--- src/rtl/pixel_sequencer.sv ---
// pixel_sequencer: frame timing FSM for erase/expose/convert/read phases.
// Define PIXEL_SEQ_CONTINUOUS_EN for free-running back-to-back frames.
module pixel_sequencer #(
    parameter int unsigned ERASE_CYCLES   = 5,
    parameter int unsigned EXPOSE_CYCLES  = 255,
    parameter int unsigned CONVERT_CYCLES = 255,
    parameter int unsigned READ_CYCLES    = 5
) (
    input  logic CLK,
    input  logic RESET,
    input  logic START,
    input  logic READY,
    output logic ERASE,
    output logic EXPOSE,
    output logic CONVERT,
    output logic RAMP,
    output logic READ,
    output logic BUSY,
    output logic FRAME_DONE
);

    localparam logic [15:0] ERASE_LD   = 16'(ERASE_CYCLES - 1);
    localparam logic [15:0] EXPOSE_LD  = 16'(EXPOSE_CYCLES - 1);
    localparam logic [15:0] CONVERT_LD = 16'(CONVERT_CYCLES - 1);
    localparam logic [15:0] READ_LD    = 16'(READ_CYCLES - 1);

    typedef enum logic [2:0] {
        ST_IDLE,
        ST_ERASE,
        ST_EXPOSE,
        ST_CONVERT,
        ST_WAIT_RDY,
        ST_READ
    } state_t;

    state_t      state, state_n;
    logic [15:0] cnt, cnt_n;
    logic        last;
    logic        erase_n, expose_n, convert_n, ramp_n;
    logic        read_n, busy_n, done_n;

    assign last = (cnt == 16'd0);

`ifdef PIXEL_SEQ_CONTINUOUS_EN
    logic unused_start;
    assign unused_start = START;
`endif

    always_comb begin
        state_n = state;
        cnt_n   = last ? 16'd0 : cnt - 16'd1;
        unique case (state)
            ST_IDLE: begin
`ifdef PIXEL_SEQ_CONTINUOUS_EN
                state_n = ST_ERASE;
                cnt_n   = ERASE_LD;
`else
                if (START) begin
                    state_n = ST_ERASE;
                    cnt_n   = ERASE_LD;
                end
`endif
            end
            ST_ERASE: begin
                if (last) begin
                    state_n = ST_EXPOSE;
                    cnt_n   = EXPOSE_LD;
                end
            end
            ST_EXPOSE: begin
                if (last) begin
                    state_n = ST_CONVERT;
                    cnt_n   = CONVERT_LD;
                end
            end
            ST_CONVERT: begin
                if (last) begin
                    if (READY) begin
                        state_n = ST_READ;
                        cnt_n   = READ_LD;
                    end else begin
                        state_n = ST_WAIT_RDY;
                    end
                end
            end
            ST_WAIT_RDY: begin
                if (READY) begin
                    state_n = ST_READ;
                    cnt_n   = READ_LD;
                end
            end
            ST_READ: begin
                if (last) state_n = ST_IDLE;
            end
            default: begin
                state_n = ST_IDLE;
                cnt_n   = 16'd0;
            end
        endcase

        // Outputs are decoded from the next state so they register in step with it.
        erase_n   = (state_n == ST_ERASE);
        expose_n  = (state_n == ST_EXPOSE);
        convert_n = (state_n == ST_CONVERT);
        read_n    = (state_n == ST_READ);
        busy_n    = (state_n != ST_IDLE);
        done_n    = (state == ST_READ) && (state_n == ST_IDLE);
        ramp_n    = convert_n && ((state != ST_CONVERT) || !RAMP);
    end

    always_ff @(posedge CLK) begin
        if (RESET) begin
            state      <= ST_IDLE;
            cnt        <= 16'd0;
            ERASE      <= 1'b0;
            EXPOSE     <= 1'b0;
            CONVERT    <= 1'b0;
            RAMP       <= 1'b0;
            READ       <= 1'b0;
            BUSY       <= 1'b0;
            FRAME_DONE <= 1'b0;
        end else begin
            state      <= state_n;
            cnt        <= cnt_n;
            ERASE      <= erase_n;
            EXPOSE     <= expose_n;
            CONVERT    <= convert_n;
            RAMP       <= ramp_n;
            READ       <= read_n;
            BUSY       <= busy_n;
            FRAME_DONE <= done_n;
        end
    end

endmodule

--- config.mk ---
export PLATFORM = sky130hd
export DESIGN_NAME = pixel_sequencer
export DESIGN_NICKNAME = d
export VERILOG_FILES = /design/src/rtl/pixel_sequencer.sv
export SDC_FILE = /design/constraint.sdc
export NUM_CORES = 1
export LEC_CHECK = 0
export ABC_AREA = 0
export CAP_MARGIN = 30
export CORE_MARGIN = 1.5
export CORE_UTILIZATION = 40
export CTS_CLUSTER_DIAMETER = 150
export DETAILED_ROUTE_END_ITERATION = 16
export PLACE_DENSITY = 0.61
export SLEW_MARGIN = 20
export SYNTH_ARGS = -nofsm -noshare
export SYNTH_HDL_FRONTEND = slang
export SYNTH_SLANG_ARGS = --single-unit
--- constraint.sdc ---
create_clock -name CLK -period 2.4 [get_ports CLK]
set_input_delay 0.36 -clock CLK [delete_from_list [all_inputs] [get_ports CLK]]
set_output_delay 0.36 -clock CLK [all_outputs]
set_load 0.02 [all_outputs]
=== After elaboration in Yosys (flattened, before gate mapping) ===
Cells that the tools add are included.
W data, S select, Z words.

* Add/sub/neg operators: 1
* Multipliers: 0
* Div/mod/pow operators: 0
* Order comparisons: 0
* Equality and inequality tests: 10
* Shift-type cells: 0
* Multiplexer cells: 14
* Bitwise gates (word level): 0
* Reduce and logical (&&, ||, !) cells: 9

{| class="wikitable"
|+ Operators by type and width
! operator !! number
|-
| $mux W16 || 5
|-
| $pmux W16 S5 || 1
|-
| $mux W3 || 6
|-
| $pmux W3 S6 || 1
|-
| $logic_not A16 Y1 || 1
|-
| $sub A16 B1 Y16 const B || 1
|-
| $eq A3 B2 Y1 const B || 4
|-
| $eq A3 B3 Y1 const B || 3
|-
| $eq A3 B1 Y1 const B || 2
|-
| $logic_not A3 Y1 || 2
|-
| $ne A3 B2 Y1 const B || 1
|-
| $reduce_bool A3 Y1 || 1
|-
| $logic_and A1 B1 Y1 || 2
|-
| $reduce_or A2 Y1 || 1
|-
| $logic_not A1 Y1 || 1
|-
| $logic_or A1 B1 Y1 || 1
|-
| $mux W1 || 1
|}

* Register bits after elaboration: 26
* Latch bits: 0
* Bits in writable memories: 0
* Memory bits (read-only): 0
* Input port bits: 4
* Output and inout bits: 7
* Memories: 0

=== Depth between registers and ports, before layout ===
Gate-level depths: netlist (run 1).

* Depth in word-level cells: 5
* Mapped depth: 7
* Gate-level depth less buffers: 6

=== Worst setup path after synthesis (run 1) ===
No wires, ideal clock.

* Kind: flip-flop to flip-flop
* From: register cnt[0]
* To: register cnt[6]
* Arrival: 1.694 ns
* Setup slack: 0.631 ns
* Stages on the path, launching flop included: 7
* Period minus slack after synthesis: 1.769 ns
* Cells stage by stage: dfxtp_1 -> inv_1 -> ha_1 -> or4b_1 -> or3_1 -> and2_2 -> o22ai_2

* Cells in the longest elaborated chain, start to end: 5
* Elaborated cells between the ends (all ways): 8
* Classes of those cells: add/sub: 1; mux: 6; reduce/logical: 1

{| class="wikitable"
|+ Ends and longest elaborated chain
! what !! line !! source
|-
| from (decl) || 37 || <nowiki>logic [15:0] cnt, cnt_n;</nowiki>
|-
| from (signal assigned) || 124 || <nowiki>cnt <= cnt_n;</nowiki>
|-
| $sub A16 B1 Y16 / $logic_not A16 Y1 (equally long branches) || 51, 42 ||
|-
| $mux W16 || 51 || <nowiki>cnt_n = last ? 16'd0 : cnt - 16'd1;</nowiki>
|-
| $mux W16 || 78, 87 ||
|-
| $mux W16 || 77 || <nowiki>if (last) begin</nowiki>
|-
| $pmux W16 S5 (*) || 52 || <nowiki>unique case (state)</nowiki>
|}

Mark *: on every way between the ends. The rest lies on a longest branch, timed or not.
A chain may end at the register's enable or synchronous reset.

=== Final worst setup path (run 1) ===
Ends and elaborated chain as after synthesis.

==> out/summary.txt, run 1 <==
Synth area leaders -> dfxtp_1 (37%), xor2_1 (5.0%), nor2_1 (4.8%), a21oi_1 (3.6%), nor4_4 (3.1%)
Crit. Startpoint -> cnt[0]
post-layout util -> 0.4679
Avg Inst Size Synth -> 8.822 µm²
gr usage total -> 0.1655
DIE AREA -> 3848 µm²
clock buffer depth -> 2
Yosys reg bits -> 26
Worst Max-Slew Pin Slew -> 589.4 ps
TritonCTS clock tree -> done
Antenna diodes -> 0
Final setup viols -> 0
RSZ-0062 raised after global routing -> false
synth unique cells -> 44
outcome -> finished clean
Clock Latency Late Sink -> 320 ps
Worst Path Required -> 2660 ps
synth warn -> 0
Worst-path clk slew -> 140 ps
TritonRoute pass-1 iters -> 4
post-synth net total -> 164
Worst Setup Path Type -> register to register
core area -> 3337 µm²
leak pwr -> 0.5341 nW
Synth async-reset ratio -> 0
Synth Cell Area -> 1394 µm²
Final Hold Fails -> 0
hold_sp -> cnt[0]
CP Capture Type -> register
RR Startpoint -> cnt[0]
reg2reg setup slack -> 410 ps
Routed WL -> 2.804 mm
worst hold path type -> register to register
sequential share of the synthesized area -> 0.3734
top_reg_cell synth -> dfxtp_1
# IOs -> 11
top cell type's share of synthesized area -> 0.3734
Clock Sinks -> 26
relative slew slack -> 0.6029
fraction of layout instances using a drive strength above 1 -> 0.08929
initial antenna violation count -> 0
CP Cell Sequence -> inv_1 > ha_1 > or4b_1 > or3_1 > and2_2 > o22ai_2
hold_buf cts -> 0
GP Congestion -> 0.8345
power per cell area -> 1459 nW/µm²
number of global-route vias before repair -> 1094
VDD IR max -> 0.3892 mV
CTS buffer count -> 3
Final HPWL DP -> 2.086 mm
MaxCap Viol Count -> 0
worst slack, placed -> 439.4 ps
crit-path max FO -> 6
Final TNS setup -> 0 ps
EDFF count, synth -> 0
first-pass GRT wire length -> 4.767 mm
drt wl/cell -> 13.10 µm
largest net degree at the start of global routing -> 22
Cell Rows -> 21
area grow syn2layout -> 12.03%
post-CTS setup buffer count -> 0
drt initial violations -> 25
slowest cell delay on critical path -> 530 ps
CTS root buf -> clkbuf_4
Vias/cell -> 5.458
startpoint types -> register
fin crit period -> 1989 ps
Die Y -> 62.03 µm
Pins Over Slew Limit -> 0
routed vias -> 1168
biggest area consumer among synthesized cells -> dfxtp_1
# port buffers -> 10
starting density of the core -> 0.4177
Clock Skews -> 4.033 ps
Routed Antenna Nets -> 0
part of the cycle the worst path needs -> 0.8289
Nets -> 175
H-tree depth -> 1
Max Clock Freq -> 502.7 MHz
# DRC -> 0
CP arrival -> 2250 ps
Synth Instances -> 158
Min Hold Slack -> 521.6 ps
total gr overflow -> 0
post-CTS resize count -> 0
Final WS setup -> 410.7 ps
die width -> 62.03 µm
Slowest-stage cell, CP -> or4b_1
-- synthesized netlist by cell type, types with 2 or more instances --
library cell and instances:
a21boi_0 2, a21oi_1 10, and2_0 2, buf_6 2, clkbuf_1 3, dfxtp_1 26, ha_1 2, inv_1 5
nand2_1 6, nand3_1 5, nand3b_1 2, nand4_1 4, nand4_2 2, nand4b_1 2, nor2_1 18, nor2b_1 5
nor3_1 7, nor3b_1 4, nor4_1 4, nor4_4 2, o21ai_0 7, o22ai_1 2, o32ai_1 3, or3_1 4
xnor2_1 3, xor2_1 8
-- final cells by class --
| cell class | count | area [µm²] |
|---|---|---|
| fill | 347 | 1775 |
| sequential | 26 | 520.5 |
| clock buffer | 4 | 36.28 |
| tap | 46 | 57.56 |
| timing repair buffer | 12 | 115.1 |
| multi-input combinational | 121 | 813.3 |
| inverter | 5 | 18.77 |
-- metrics by stage --
| stage | cell area [µm²] | total power [mW] | instances |
|---|---|---|---|
| 2_1_floorplan | 1394 | 1.827 | 158 |
| 4_1_cts | 1562 | 2.298 | 214 |
| 3_5_place_dp | 1525 | 2.071 | 210 |
| 3_3_place_gp | 1525 | 2.035 | 210 |
| 6_report | 1562 | 2.278 | 214 |
| 5_1_grt | 1562 | 2.500 | 214 |
-- power breakdown --
part           internal (mW)  leakage, nW  switching [mW]
Clock                 0.0927       0.0210           0.126
Sequential             0.577        0.213           0.194
Combinational          0.583        0.300           0.706
-- critical path: cells and delay by family, from the launching register on --
| kind | cells | cell delay (ps) |
|---|---|---|
| AOI/OAI and AO/OA | 1 | 120 |
| adders and majority gates | 1 | 240 |
| buffers and inverters | 1 | 100 |
| DFF | 1 | 390 |
| and+or+nand+nor | 3 | 1090 |
-- cell usage in the layout (no fill, tap or decap), drive strengths merged --
cell	n
nand4b	2
nor3b	4
nand2	6
and2	4
nor4	6
buf	2
o22ai	3
xnor2	3
o32ai	4
nor3	7
nand3b	2
xor2	8
or4b	1
nand4	6
dfxtp	26
a21boi	2
inv	5
o211ai	1
nor2b	5
and3	1
a211o	1
nand3	5
mux2i	1
a22o	1
and4	1
nor2	18
or3	4
a31oi	1
ha	2
clkbuf	4
a21oi	10
o21ai	7
o311ai	1
nor4b	1
clkdlybuf4s50	10
o31ai	1
o21bai	2
-- worst paths after layout --
check / cells after the start / endpoint
min: 1 / cnt[0]
max: 6 / cnt[6]
max reg2reg: 6 / cnt[6]
min reg2reg: 1 / cnt[0]
-- metal layers --
metal / track usage / vias to the layer above / share of wire
met2: 0.2857 / 17 / 0.47
met5: 0 / - / 0
met3: 0.02277 / 6 / 0.030
met1: 0.2064 / 540 / 0.48
li1: - / 605 / -
met4: 0.06687 / 0 / 0.016
-- kinds of logic (layout without fill, tap and decap cells) --
kind of cell	count (synthesis)	in the layout	synth area share
simple gates	73	73	0.3214
compound gates	34	34	0.1679
flops	26	26	0.3734
xor+xnor	11	11	0.06913
buf+inv	11	21	0.04309
fa+ha+maj	2	2	0.01795
mux	1	1	0.007182
-- registers in the layout, summed over array words and instances, names as in the netlist --
signal / flops
cnt: 16
state: 3
FRAME_DONE: 1
CONVERT: 1
RAMP: 1
EXPOSE: 1
READ: 1
BUSY: 1
ERASE: 1
Note: power is estimated with default switching activity, not from simulation.
==> run 2, diff against run 1 <==
==> constraint.sdc (replaced) <==
create_clock -name CLK -period 1.91 [get_ports CLK]
set_input_delay 0.2865 -clock CLK [delete_from_list [all_inputs] [get_ports CLK]]
set_output_delay 0.2865 -clock CLK [all_outputs]
set_load 0.02 [all_outputs]
==> out/summary.txt, run 2 (synthesized netlist as in run 1, its figures left out) <==
Stages on worst setup path -> 6 (unchanged)
initial antenna violation count -> 0 (unchanged)
TritonCTS clock tree -> done (unchanged)
drt initial violations -> 45 (was 25)
Routed WL -> 3.050 mm (was 2.804 mm)
# DRC -> 0 (unchanged)
Worst Max-Slew Pin Slew -> 482.3 ps (was 589.4 ps)
CP Capture Type -> register (unchanged)
CP arrival -> 2050 ps (was 2250 ps)
gr usage total -> 0.1829 (was 0.1655)
number of global-route vias before repair -> 1172 (was 1094)
CTS root buf -> clkbuf_4 (unchanged)
routed vias -> 1208 (was 1168)
Antenna diodes -> 0 (unchanged)
Worst-path clk slew -> 140 ps (about the same)
max reg flops -> 16 (unchanged)
TritonRoute pass-1 iters -> 4 (unchanged)
H-tree depth -> 1 (unchanged)
WHS Path Cells -> 2 (was 1)
leak pwr -> 0.6037 nW (was 0.5341 nW)
worst hold path type -> register to register (unchanged)
Pins Over Slew Limit -> 0 (unchanged)
CP delay by family, top -> simple AND/OR/NAND/NOR gates (unchanged)
slowest cell delay on critical path -> 460 ps (was 530 ps)
clock buffer depth -> 2 (unchanged)
Final HPWL DP -> 2.352 mm (was 2.086 mm)
RR Startpoint -> cnt[1] (was cnt[0])
drt wl/cell -> 13.38 µm (was 13.10 µm)
Nets -> 190 (was 175)
core area -> 3337 µm² (unchanged)
Flop pwr share -> 0.307 (was 0.338)
top flop regs -> cnt (16), state (3) (unchanged)
clock power share -> 0.075 (was 0.096)
starting density of the core -> 0.4177 (unchanged)
Comb pwr share -> 0.619 (was 0.566)
die width -> 62.03 µm (unchanged)
Vias/cell -> 5.298 (was 5.458)
# IOs -> 11 (unchanged)
Worst Path Required -> 2170 ps (was 2660 ps)
CP bufs+invs -> 1 (unchanged)
Crit. Startpoint -> cnt[1] (was cnt[0])
area grow syn2layout -> 19.93% (was 12.03%)
startpoint types -> register (unchanged)
Net Switching -> 1.348 mW (was 1.026 mW)
outcome -> finished clean (unchanged)
part of the cycle the worst path needs -> 0.9409 (was 0.8289)
fin crit period -> 1797 ps (was 1989 ps)
Filler cells -> 345 (was 347)
fraction of layout instances using a drive strength above 1 -> 0.1813 (was 0.08929)
Worst Setup Path Type -> register to register (unchanged)
CP Cell Sequence -> inv_1 > ha_1 > or4b_4 > or3_1 > and2_2 > o22ai_2 (was inv_1 > ha_1 > or4b_1 > or3_1 > and2_2 > o22ai_2)
Slowest-stage cell, CP -> or4b_4 (was or4b_1)
# port buffers -> 10 (unchanged)
Clock Sinks -> 26 (unchanged)
first-pass GRT wire length -> 5.216 mm (was 4.767 mm)
Die Y -> 62.03 µm (unchanged)
worst r2r path cells -> 6 (unchanged)
Routed Antenna Nets -> 0 (unchanged)
Max Clock Freq -> 556.4 MHz (was 502.7 MHz)
relative slew slack -> 0.6780 (was 0.6029)
GP Congestion -> 0.8615 (was 0.8345)
power consumption -> 3.078 mW (was 2.278 mW)
VDD IR max -> 0.4902 mV (was 0.3892 mV)
commonest cells after routing, fill and taps aside -> dfxtp_1 (25), nor2_1 (18), buf_4 (17) (was dfxtp_1 (26), nor2_1 (18), a21oi_1 (10), clkdlybuf4s50_1 (10), xor2_1 (8))
post-layout util -> 0.5009 (was 0.4679)
largest net degree at the start of global routing -> 17 (was 22)
Clock Latency Late Sink -> 320 ps (about the same)
commonest non-fill, non-tap cell in the layout -> dfxtp_1 (unchanged)
DIE AREA -> 3848 µm² (unchanged)
number of instances in the placed design -> 225 (was 210)
Largest Register -> cnt (unchanged)
Cell Rows -> 21 (unchanged)
MaxCap Viol Count -> 0 (unchanged)
crit-path max FO -> 5 (was 6)
hold_sp -> RAMP (was cnt[0])
power per cell area -> 1841 nW/µm² (was 1459 nW/µm²)
Clock Skews -> 4.903 ps (was 4.033 ps)
Final setup viols -> 0 (unchanged)
Final Non-Filler Cells -> 228 (was 214)
Sw Share -> 0.4381 (was 0.4502)
internal power -> 1.730 mW (was 1.253 mW)
CTS buffer count -> 3 (unchanged)
total gr overflow -> 0 (unchanged)
Final Hold Fails -> 0 (unchanged)
run 2: layer usage:
metal  up-vias  GRT usage  part of all wire
met2        17     0.3036              0.50
met5         -          0                 0
met3         4    0.02692             0.024
met1       560     0.2339              0.47
li1        627          -                 -
met4         0    0.08207             0.014
run 2: path summary, 6_finish.rpt:
path	endpoint	slack (ps)
worst max-delay path	cnt[6]	110
worst min-delay path	RAMP	540
worst max register to register	cnt[6]	110
worst min register to register	RAMP	540
run 2: timing repair:
action                                  4_1_cts  5_1_grt
buffers inserted                              0        0
endpoints found under the setup margin        0       10
resized for setup                             0        4
hold buffers                                  0        0
run 2: final cells by class:
type	count	area [µm²]	share of cell area
Timing Repair Buffer	27	227.7	0.1362
Inverter	5	18.77	0.01123
Multi-Input combinational cell	121	823.3	0.4925
Sequential cell	26	521.8	0.3121
Tap cell	46	57.56	0.03443
Clock buffer	3	22.52	0.01347
run 2: power by group through the flow:
stage	clock network, mW	logic [mW]	registers [mW]
finish	0.230	1.90	0.944
floorplan	0	1.37	0.927
global route	0.261	2.13	0.968
global placement	0	1.82	0.940
detailed placement	0	1.87	0.948
CTS	0.240	1.89	0.936
run 2: worst min-delay path: cells and delay by family, from the launching register on:
kind	cells	cell delay [ps]
DFF	1	350
and+or+nand+nor	1	100
AOI/OAI and AO/OA	1	50
run 2: metrics by stage:
step	setup TNS [ps]	cell area [µm²]	hold slack (ps)	setup WS, ps
2_1_floorplan	0	1394	355.6	141.4
3_5_place_dp	0	1638	520.3	45.62
4_1_cts	0	1660	547.2	22.44
3_3_place_gp	0	1638	511.3	174.6
5_1_grt	-2.256	1672	590.6	-2.256
6_report	0	1672	541.3	112.9
